`src/rtl/mem_bridge.sv`:
```
// mem_bridge: turns single-cycle CPU memory strobes into a req/ack bus
// cycle with wait states, stall back to the CPU, timeout and sticky error.
module mem_bridge #(
   parameter logic [15:0] TIMEOUT  = 16'd255,
   parameter logic [31:0] ERR_DATA = 32'h0000_0000
) (
   input  logic        clk,
   input  logic        rst,
   input  logic        mem_rd,
   input  logic        mem_wr,
   input  logic [31:0] addr,
   input  logic [31:0] wdata,
   output logic [31:0] rdata,
   output logic        stall,
   output logic        err,
   input  logic        err_clr,
   output logic        bus_req,
   output logic        bus_we,
   output logic [31:0] bus_addr,
   output logic [31:0] bus_wdata,
   input  logic [31:0] bus_rdata,
   input  logic        bus_ack,
   input  logic        bus_err
);

   typedef enum logic [1:0] {
      S_IDLE,
      S_BUSY,
      S_DONE
   } state_t;

   state_t      r_state;
   logic [15:0] r_cnt;
   logic [31:0] r_rdata;
   logic        r_err;
   logic        r_bus_req;
   logic        r_bus_we;
   logic [31:0] r_bus_addr;
   logic [31:0] r_bus_wdata;

   logic w_start;
   logic w_illegal;
   logic w_tmo;

   assign w_illegal = mem_rd & mem_wr;
   assign w_start   = mem_rd ^ mem_wr;
   assign w_tmo     = (TIMEOUT != 16'd0) && (r_cnt == TIMEOUT - 16'd1);

   assign stall     = ((r_state == S_IDLE) && (mem_rd || mem_wr))
                    || (r_state == S_BUSY);
   assign rdata     = r_rdata;
   assign err       = r_err;
   assign bus_req   = r_bus_req;
   assign bus_we    = r_bus_we;
   assign bus_addr  = r_bus_addr;
   assign bus_wdata = r_bus_wdata;

   always_ff @(posedge clk or negedge rst) begin
      if (!rst) begin
         r_state     <= S_IDLE;
         r_cnt       <= 16'd0;
         r_rdata     <= 32'd0;
         r_err       <= 1'b0;
         r_bus_req   <= 1'b0;
         r_bus_we    <= 1'b0;
         r_bus_addr  <= 32'd0;
         r_bus_wdata <= 32'd0;
      end else begin
         // a set later in this block overrides the clear
         if (err_clr)
            r_err <= 1'b0;
         unique case (r_state)
            S_IDLE: begin
               if (w_illegal) begin
                  r_err   <= 1'b1;
                  r_state <= S_DONE;
               end else if (w_start) begin
                  r_bus_addr  <= addr;
                  r_bus_wdata <= wdata;
                  r_bus_we    <= mem_wr;
                  r_cnt       <= 16'd0;
                  r_bus_req   <= 1'b1;
                  r_state     <= S_BUSY;
               end
            end
            S_BUSY: begin
               if (bus_err || (!bus_ack && w_tmo)) begin
                  r_err     <= 1'b1;
                  if (!r_bus_we)
                     r_rdata <= ERR_DATA;
                  r_bus_req <= 1'b0;
                  r_state   <= S_DONE;
               end else if (bus_ack) begin
                  if (!r_bus_we)
                     r_rdata <= bus_rdata;
                  r_bus_req <= 1'b0;
                  r_state   <= S_DONE;
               end else begin
                  r_cnt <= r_cnt + 16'd1;
               end
            end
            S_DONE: begin
               r_state <= S_IDLE;
            end
            default: begin
               r_state   <= S_IDLE;
               r_bus_req <= 1'b0;
            end
         endcase
      end
   end

endmodule

```
`config.mk`:
```
export PLATFORM = sky130hd
export DESIGN_NAME = mem_bridge
export DESIGN_NICKNAME = d
export VERILOG_FILES = /design/src/rtl/mem_bridge.sv
export SDC_FILE = /design/constraint.sdc
export NUM_CORES = 1
export LEC_CHECK = 0
export BUFFER_PORTS_ARGS = -buffer_cell sky130_fd_sc_hd__buf_2
export CORE_MARGIN = 2
export CORE_UTILIZATION = 43
export DETAILED_ROUTE_END_ITERATION = 6
export GPL_TIMING_DRIVEN = 0
export PLACE_DENSITY = 0.84
export SLEW_MARGIN = 20
export SYNTH_ARGS = -nofsm -noshare
export SYNTH_HDL_FRONTEND = slang
export SYNTH_SLANG_ARGS = --single-unit
```
`constraint.sdc`:
```
create_clock -name clk -period 2.22 [get_ports clk]
set_input_delay 0.444 -clock clk [delete_from_list [all_inputs] [get_ports clk]]
set_output_delay 0.444 -clock clk [all_outputs]
set_load 0.01 [all_outputs]
```
==> summary.json, run 1 <==
{
  "run_status": "finished, final reports clean",
  "dpl.hpwl_um": 8504,
  "setup_total_negative_slack_ns": 0,
  "cts-htree-levels": 4,
  "cp-end-kind": "flip-flop",
  "drive_above_1_share_pct": 54.84,
  "slew-limit-headroom_pct": 63.95,
  "power.share.switching_pct": 33.03,
  "synth_area_sq_um": 4807,
  "critPathLaunch": "r_cnt[13]$_DFFE_PN0P_",
  "grt_max_degree": 67,
  "nNetsFinal": 684,
  "finalSetupViolations": 0,
  "post_layout_minimum_cycle_time_ns": 2.145,
  "share_comb_of_total_power_pct": 34.3,
  "core_region_area_sq_um": 10890,
  "place_area_sq_um": 6027,
  "reg2reg_to": "r_cnt[8]$_DFFE_PN0P_",
  "antenna_left": 0,
  "wire_length_of_the_first_global_routing_pass_um": 18040,
  "die_width_um": 109.7,
  "syn_inst_count": 350,
  "ir_worst_vdd_mv": 0.7814,
  "fmax_mhz": 466.3,
  "drtIter0Drc": 165,
  "post_synth_main_area_contributors": "dfrtp_1 61%, mux2_2 15%, a22o_1 5.8%",
  "post-route-drc-count": 0,
  "cts_inserted_buffers": 17,
  "worst_r2r_startpoint": "r_cnt[13]$_DFFE_PN0P_",
  "finalWorstSetupSlack_ns": 0.07538,
  "synth_fp_nets": 457,
  "pwr-share-clk_pct": 27.4,
  "synth_largest_area_cell": "dfrtp_1",
  "cts.sink_count": 117,
  "area_delta_synth_final_pct": 38.13,
  "synth_enable_flop_cells": 0,
  "p_int_mw": 6.111,
  "r2r_cells": 5,
  "gr-usage-met1_pct": 22.53,
  "path_class": "reg -> reg",
  "post-synth-top-area-fraction_pct": 60.91,
  "grt_pass1_vias": 3905,
  "fillers": 819,
  "async_reset_ff_share_pct": 100.0,
  "final_min_period_over_clock_period_pct": 96.60,
  "report.final.hold_viol_count": 0,
  "synth_cell_type_count": 46,
  "tightest_slew_ns": 0.5407,
  "yosys_most_used_dff": "dfrtp_1",
  "class_of_the_most_critical_hold_timing_path": "in -> reg",
  "fin_cells": 729,
  "final_design_area_no_fill_sq_um": 6640,
  "global_routing_usage_summed_across_all_routing_layers_pct": 19.63,
  "critical_path_arrival_ns": 2.54,
  "portBuffers": 202,
  "synth_area_per_cell_sq_um": 13.73,
  "gpl.final_weighted_congestion": 0.8688,
  "power_switching_mw": 3.014,
  "clock_tree.buffer_depth": 2,
  "worst-endpoint-required_ns": 2.62,
  "place_ws_ns": -0.5365,
  "yosys-top-cells-count": "117 x dfrtp_1, 66 x mux2_2, 32 x a22o_1",
  "rrSetupSlack_ns": 0.08,
  "critical_path.endpoint": "r_cnt[8]$_DFFE_PN0P_",
  "routed_wl_um": 11850,
  "clock-root-buffer": "clkbuf_8",
  "slew_violations": 0,
  "synth_seq_cells": 117,
  "worst_setup_hold_path_clk_slew_ns": 0.06,
  "met3_capacity_usage_during_global_routing_pct": 9.010,
  "n_antenna_cell": 0,
  "pwr_density_cell_nw_per_um2": 1374,
  "grt_most_used_layer": "met2",
  "total_leakage_power_nw": 3.263,
  "dp.cells": 693,
  "groute.layer.met2.usage_pct": 31.79,
  "start_kind": "flip-flop",
  "critical_path_peak_fanout": 7,
  "final.setup_skew_ns": 0.008189,
  "synth_warnings": 0,
  "global_route.overflow_total": 0,
  "antenna_found_initial": 0,
  "post-synth-top-count-cell": "dfrtp_1",
  "synth_sequential_area_ratio_pct": 60.91,
  "pwr-share-seq_pct": 38.3,
  "die_area_sq_um": 12040,
  "num_io_pins": 203,
  "avgViaCountPerCell": 5.281,
  "initial_utilization_pct": 44.15,
  "clock_insertion_delay_at_the_later_pin_of_the_skew_report_ns": 0.51,
  "detail_route.first_pass.iterations": 5,
  "avgRoutedWirePerCell_um": 16.25,
  "rows": 38,
  "tritoncts": "yes",
  "chipHeight_um": 109.7,
  "detailroute.via_count": 3850,
  "timing.hold.ws_ns": 0.1347,
  "cap_viol_max_count": 0
}
## through the flow
stage | util [%] | power (mW)
2_1_floorplan | - | 5.284
3_3_place_gp | 55.04 | 6.465
3_5_place_dp | 55.36 | 6.630
4_1_cts | 60.63 | 9.216
5_1_grt | 60.99 | 9.684
6_report | 60.99 | 9.125
## layer usage
layer  wire length [um]  part of all wire, %  vias up
met3               1227                   10       30
met2               5858                   49      209
met4                279                  2.4        0
met5                  0                    0        -
met1               4482                   38     1871
li1                   -                    -     1740
## layout make-up
type | instances | area (sq um) | area share, %
flip-flops and latches | 117 | 2928 | 44.09
plain buffers | 19 | 107.6 | 1.620
multi-input cells | 203 | 1752 | 26.38
repair buffers | 208 | 1085 | 16.34
clock buffers | 19 | 431.7 | 6.501
clock inverters | 12 | 120.1 | 1.809
inverters | 11 | 41.29 | 0.6218
well taps | 140 | 175.2 | 2.638
## power by group through the flow
stage          Clock, mW  Sequential (mW)  Combinational, mW
5_1_grt             2.68             3.61               3.40
6_report            2.50             3.49               3.13
2_1_floorplan          0             3.86               1.43
3_3_place_gp           0             3.45               3.02
4_1_cts             2.57             3.49               3.15
3_5_place_dp           0             3.50               3.13
## worst min-delay path by stage
stage                                startpoint                 endpoint  slack (ns)  cells past startpoint
after floorplan                             rst  bus_addr[0]$_DFFE_PN0P_        0.15                      0
after global placement    r_cnt[15]$_DFFE_PN0P_    r_cnt[15]$_DFFE_PN0P_        0.47                      1
after detailed placement                    rst    rdata[25]$_DFFE_PN0P_        0.42                      1
after CTS                               err_clr            err$_DFF_PN0_        0.11                      2
after global routing                    err_clr            err$_DFF_PN0_        0.13                      2
final                                   err_clr            err$_DFF_PN0_        0.13                      2
## state kept, by name (all words and copies together), names as in the netlist
register,cells
r_cnt,16
err,1
bus_we,1
bus_addr,32
r_state,2
bus_wdata,32
rdata,32
bus_req,1
## what timing repair did
item | 4_1_cts | 5_1_grt
buffers inserted | 0 | 4
resized for setup | 3 | 2
setup endpoints to repair | 79 | 32
pin swaps | 1 | 1
hold buffers | 1 | 0
endpoints found under the hold margin | 51 | 0
## cells in the final DEF, fill, tap and decap left out, types with 5 or more instances in the layout
cell         n
inv_1       11
buf_6        5
a22o_1      32
clkbuf_1    11
nor3_1       7
mux2_2      66
nand2_1     13
nand3_1      9
dfrtp_1    117
clkbuf_16   16
buf_2      206
nor2_1       9
o21ai_0      6
mux2i_1      6
## kinds of logic after synthesis
| kind of cell | count (synthesis) | share of synthesized area, % |
|---|---|---|
| DFF | 117 | 60.91 |
| muxes | 72 | 16.71 |
| and+or+nand+nor | 65 | 7.912 |
| AOI/OAI and AO/OA | 62 | 10.36 |
| buffers and inverters | 30 | 3.071 |
| adders and majority gates | 4 | 1.041 |
## worst max-delay path, stage by stage, from the launching register on
cell	delay (ns)
dfrtp_1	0.42
or4_4	0.56
or4_4	0.55
buf_6	0.15
and4_4	0.14
a211o_1	0.22
Power figures use the tool's default switching activity.
==> run 2, diff against run 1 <==
==> config.mk (replaced) <==
export PLATFORM = sky130hd
export DESIGN_NAME = mem_bridge
export DESIGN_NICKNAME = d
export VERILOG_FILES = /design/src/rtl/mem_bridge.sv
export SDC_FILE = /design/constraint.sdc
export NUM_CORES = 1
export LEC_CHECK = 0
export CORE_UTILIZATION = 55
export CTS_CLUSTER_SIZE = 16
export DETAILED_ROUTE_END_ITERATION = 6
export DONT_BUFFER_PORTS = 1
export GPL_TIMING_DRIVEN = 0
export PLACE_DENSITY = 0.81
export SLEW_MARGIN = 20
export SYNTH_ARGS = -nofsm -noshare
export SYNTH_HDL_FRONTEND = slang
export SYNTH_SLANG_ARGS = --single-unit
==> summary.json, run 2 (same netlist as run 1, synthesis figures left out) <==
{
  "n_antenna_cell": 0,
  "class_of_the_most_critical_hold_timing_path": "in -> async",
  "die_width_um": 95.49,
  "global_route.overflow_total": 0,
  "report.final.hold_viol_count": 117,
  "grt_pass1_vias": 2949,
  "dpl.hpwl_um": 7136,
  "setup_total_negative_slack_ns": 0,
  "avgRoutedWirePerCell_um": 21.08,
  "area_delta_synth_final_pct": 14.73,
  "worst-endpoint-required_ns": 2.59,
  "cap_viol_max_count": 0,
  "run_status": "finished, violations left",
  "critical_path_peak_fanout": 7,
  "final.setup_skew_ns": 0.01645,
  "ir_worst_vdd_mv": 1.246,
  "finalWorstSetupSlack_ns": 0.02768,
  "tightest_slew_ns": 0.5691,
  "initial_utilization_pct": 57.64,
  "cts_inserted_buffers": 17,
  "place_ws_ns": -0.4107,
  "worst_setup_hold_path_clk_slew_ns": 0.06,
  "wire_length_of_the_first_global_routing_pass_um": 15260,
  "post_layout_minimum_cycle_time_ns": 2.192,
  "slew_violations": 0,
  "pwr_density_cell_nw_per_um2": 1492,
  "core_region_area_sq_um": 8341,
  "rows": 33,
  "cts.sink_count": 117,
  "gpl.final_weighted_congestion": 0.8929,
  "tritoncts": "yes",
  "drtIter0Drc": 100,
  "grt_max_degree": 118,
  "slew-limit-headroom_pct": 62.06,
  "clock_insertion_delay_at_the_later_pin_of_the_skew_report_ns": 0.50,
  "critical_path_arrival_ns": 2.57,
  "antenna_left": 0,
  "clock_tree.buffer_depth": 2,
  "final_cell_mix": "117 x dfrtp_1, 66 x mux2_2, 32 x a22o_1",
  "fillers": 597,
  "detailroute.via_count": 2965,
  "fin_cells": 489,
  "nNetsFinal": 478,
  "failing_checks": "negative hold slack",
  "avgViaCountPerCell": 6.063,
  "post-route-drc-count": 0,
  "start_kind": "flip-flop",
  "clock-root-buffer": "clkbuf_8",
  "finalSetupViolations": 0,
  "chipHeight_um": 95.49,
  "antenna_found_initial": 0,
  "totalPowerFinal_mw": 8.230,
  "fmax_mhz": 456.1,
  "total_leakage_power_nw": 2.399,
  "fin_util_pct": 66.13,
  "drive_above_1_share_pct": 31.51,
  "global_routing_usage_summed_across_all_routing_layers_pct": 22.57,
  "cp-end-kind": "flip-flop",
  "final_design_area_no_fill_sq_um": 5515,
  "routed_wl_um": 10310,
  "num_io_pins": 203,
  "path_class": "reg -> reg",
  "cts-htree-levels": 4,
  "portBuffers": 0,
  "timing.hold.ws_ns": -0.3536,
  "die_area_sq_um": 9118,
  "dp.cells": 455,
  "final_min_period_over_clock_period_pct": 98.75,
  "layout_commonest_cell": "dfrtp_1",
  "detail_route.first_pass.iterations": 4,
  "place_area_sq_um": 4938
}
[run 2: cell types whose count changed in the layout (fill, tap and decap cells not counted), moves of 2 or more]
cell	change
buf_2	-202
buf_4	-2
clkbuf_1	-2
clkbuf_2	+2
clkinv_4	-3
inv_6	+2
inv_8	+4
[run 2: worst max-delay path, stage by stage (launching register included)]
cell     delay [ns]
dfrtp_1        0.42
or4_4          0.59
or4_4          0.55
buf_6          0.15
and4_4         0.14
a211o_1        0.22
[run 2: layout make-up]
class | count | area (sq um) | area share (%)
inverters | 11 | 41.29 | 0.7486
clock inverters | 15 | 133.9 | 2.427
multi-input cells | 203 | 1743 | 31.60
plain buffers | 19 | 108.9 | 1.974
flip-flops and latches | 117 | 2928 | 53.09
clock buffers | 17 | 414.1 | 7.509
repair buffers | 2 | 15.01 | 0.2722
well taps | 105 | 131.4 | 2.382
[run 2: repair_timing]
action,in CTS,in global routing
resized for setup,2,3
buffers inserted,0,2
endpoints found under the hold margin,117,117
setup endpoints to repair,79,73
pin swaps,1,1
[run 2: routing by layer]
| metal | GRT usage (%) | vias to the layer above | routed length, um |
|---|---|---|---|
| met1 | 28.64 | 1480 | 3942 |
| li1 | - | 1325 | - |
| met3 | 9.250 | 10 | 943 |
| met5 | 0 | - | 0 |
| met2 | 34.94 | 150 | 5284 |
| met4 | 7.960 | 0 | 138 |
[run 2: final timing paths]
kind | cells past startpoint | slack [ns] | startpoint | end
setup / recovery | 5 | 0.03 | r_cnt[12]$_DFFE_PN0P_ | r_cnt[8]$_DFFE_PN0P_
max in group asynchronous | 0 | 2.38 | rst | r_cnt[2]$_DFFE_PN0P_
hold reg to reg | 1 | 0.48 | r_cnt[15]$_DFFE_PN0P_ | r_cnt[15]$_DFFE_PN0P_
setup reg to reg | 5 | 0.03 | r_cnt[12]$_DFFE_PN0P_ | r_cnt[8]$_DFFE_PN0P_
hold / removal | 0 | -0.35 | rst | r_cnt[11]$_DFFE_PN0P_
min in group clk | 1 | 0.04 | err_clr | err$_DFF_PN0_
[run 2: report_power, final]
part	internal [mW]	leakage [nW]	switching, mW
registers	3.00	1.46	1.07
clock network	1.42	0.264	1.07
logic	0.976	0.677	0.693
==> run 3, diff against run 2 <==
--- a/config.mk
+++ b/config.mk
@@ -5,6 +5,7 @@
 export SDC_FILE = /design/constraint.sdc
 export NUM_CORES = 1
 export LEC_CHECK = 0
+export ABC_AREA = 1
 export CORE_UTILIZATION = 55
 export CTS_CLUSTER_SIZE = 16
 export DETAILED_ROUTE_END_ITERATION = 6
==> summary.json, run 3 <==
{
  "clock_insertion_delay_at_the_later_pin_of_the_skew_report_ns": 0.51,
  "detail_route.first_pass.iterations": 5,
  "post-route-drc-count": 0,
  "path_depth": 2,
  "worst_path_dominant_cell_family": "flip-flops",
  "nNetsFinal": 690,
  "clock_tree.buffer_depth": 2,
  "p_int_mw": 5.655,
  "cap_viol_max_count": 0,
  "worst_r2r_startpoint": "r_cnt[0]$_DFFE_PN0P_",
  "rows": 35,
  "chipHeight_um": 101.0,
  "ir_worst_vdd_mv": 0.9459,
  "post_layout_minimum_cycle_time_ns": 1.763,
  "start_kind": "flip-flop",
  "core_region_area_sq_um": 9371,
  "critPathSlowestCell": "dfrtp_1",
  "die_width_um": 101.0,
  "dpl.hpwl_um": 8738,
  "area_delta_synth_final_pct": 13.83,
  "reg2reg_to": "rdata[16]$_DFFE_PN0P_",
  "post-synth-top-area-fraction_pct": 54.28,
  "post-synth-top-count-cell": "nand2_1",
  "r2r_cells": 10,
  "post_synth_main_area_contributors": "dfrtp_1 54%, nand2_1 9.6%, mux2_1 7.9%",
  "setup_total_negative_slack_ns": 0,
  "synth_area_per_cell_sq_um": 9.564,
  "synth_sequential_area_ratio_pct": 54.28,
  "critical_path.max_stage_delay_ns": 0.38,
  "final_min_period_over_clock_period_pct": 79.41,
  "wire_length_of_the_first_global_routing_pass_um": 19200,
  "die_area_sq_um": 10210,
  "clock-root-buffer": "clkbuf_8",
  "power.share.switching_pct": 37.05,
  "fin_util_pct": 65.51,
  "drtIter0Drc": 264,
  "timing.hold.ws_ns": -0.3569,
  "power_switching_mw": 3.329,
  "final.setup_skew_ns": 0.02150,
  "pwr-share-seq_pct": 47.3,
  "grt_setup_unrepaired": "no",
  "totalPowerFinal_mw": 8.984,
  "final_cell_mix": "138 x nand2_1, 117 x dfrtp_1, 69 x nor2_1",
  "failing_checks": "negative hold slack",
  "grt_max_degree": 118,
  "cts_inserted_buffers": 17,
  "syn_inst_count": 564,
  "tightest_slew_ns": 0.4723,
  "worst-endpoint-required_ns": 1.78,
  "slew_violations": 0,
  "synth_area_sq_um": 5394,
  "initial_utilization_pct": 57.56,
  "tritoncts": "yes",
  "num_io_pins": 203,
  "avgRoutedWirePerCell_um": 16.68,
  "global_routing_usage_summed_across_all_routing_layers_pct": 24.74,
  "synth_fp_nets": 671,
  "run_status": "finished, violations left",
  "class_of_the_most_critical_hold_timing_path": "in -> async",
  "finalSetupViolations": 0,
  "synth_largest_area_cell": "dfrtp_1",
  "routed_wl_um": 12090,
  "place_area_sq_um": 5555,
  "async_reset_ff_share_pct": 100.0,
  "portBuffers": 0,
  "critical_path_peak_fanout": 3,
  "fmax_mhz": 567.2,
  "fillers": 733,
  "crit_chain": "inv_2, a21oi_1",
  "gpl.final_weighted_congestion": 0.8858,
  "synth_seq_cells": 117,
  "pwr_density_cell_nw_per_um2": 1463,
  "synth_enable_flop_cells": 0,
  "share_comb_of_total_power_pct": 22.7,
  "report.final.hold_viol_count": 117,
  "grt_pass1_vias": 4036,
  "synth_warnings": 0,
  "global_route.overflow_total": 0,
  "cts.sink_count": 117,
  "synth_cell_type_count": 29,
  "antenna_found_initial": 0,
  "path_class": "reg -> out",
  "worst_setup_hold_path_clk_slew_ns": 0.06,
  "layout_commonest_cell": "nand2_1",
  "drive_above_1_share_pct": 16.44,
  "cp_num_buf_inv": 1,
  "n_antenna_cell": 0,
  "detailroute.via_count": 3882,
  "place_ws_ns": 0.3826,
  "slew-limit-headroom_pct": 68.51,
  "cp-end-kind": "output pin",
  "rrSetupSlack_ns": 0.51,
  "total_leakage_power_nw": 3.034,
  "yosys-top-cells-count": "138 x nand2_1, 117 x dfrtp_1, 69 x nor2_1",
  "yosys_most_used_dff": "dfrtp_1",
  "cts-htree-levels": 4,
  "final_design_area_no_fill_sq_um": 6140,
  "antenna_left": 0,
  "post_cts_resized": 0,
  "avgViaCountPerCell": 5.354,
  "post-cts-setup-buffers": 0,
  "finalWorstSetupSlack_ns": 0.4571,
  "critical_path_arrival_ns": 1.32,
  "pwr-share-clk_pct": 30.1
}
==> run 3: final cells by class <==
| cell class | instances | area (sq um) | share of cell area [%] |
|---|---|---|---|
| Clock buffer | 18 | 417.9 | 6.807 |
| Buffer | 23 | 165.2 | 2.690 |
| Inverter | 58 | 217.7 | 3.546 |
| Multi-Input combinational cell | 366 | 2083 | 33.93 |
| Tap cell | 129 | 161.4 | 2.629 |
| Clock inverter | 14 | 166.4 | 2.710 |
| Sequential cell | 117 | 2928 | 47.69 |
==> run 3: how the worst max path moves through the flow <==
stage | from | slack, ns | end
global placement | mem_rd | 0.41 | bus_addr[28]$_DFFE_PN0P_
floorplan | mem_rd | 0.56 | bus_addr[0]$_DFFE_PN0P_
finish | r_state[0]$_DFFE_PN0P_ | 0.46 | stall
CTS | r_state[1]$_DFFE_PN0P_ | 0.41 | stall
global route | r_state[1]$_DFFE_PN0P_ | 0.34 | stall
detailed placement | mem_rd | 0.38 | bus_addr[6]$_DFFE_PN0P_
==> run 3: kinds of logic after synthesis <==
family | share of synthesized area (%)
adders and majority gates | 0.9279
buffers and inverters | 7.098
muxes | 13.36
and+or+nand+nor | 22.59
DFF | 54.28
xor gates and xnor gates | 0.1624
AOI/OAI and AO/OA | 1.578
==> run 3: power by group through the flow <==
stage,clock network [mW],logic (mW),registers (mW)
finish,2.70,2.04,4.25
CTS,2.74,2.06,4.25
detailed placement,0,2.05,4.28
global route,2.85,2.28,4.36
global placement,0,1.92,4.23
floorplan,0,1.67,4.01
==> run 3: stage by stage <==
step / hold slack (ns) / instances
after global routing: -0.3937 / 725
after CTS: -0.3851 / 725
after global placement: 0.1535 / 693
after floorplan: 0.1484 / 564
final: -0.3569 / 725
after detailed placement: 0.1535 / 693
==> run 3: metal layers <==
metal | vias up | share of wire, % | global-route usage (%)
met3 | 20 | 7.5 | 7.559
met5 | - | 0 | 0
met2 | 153 | 51 | 42.52
met1 | 1876 | 39 | 28.05
met4 | 0 | 2.0 | 12.04
li1 | 1833 | - | -
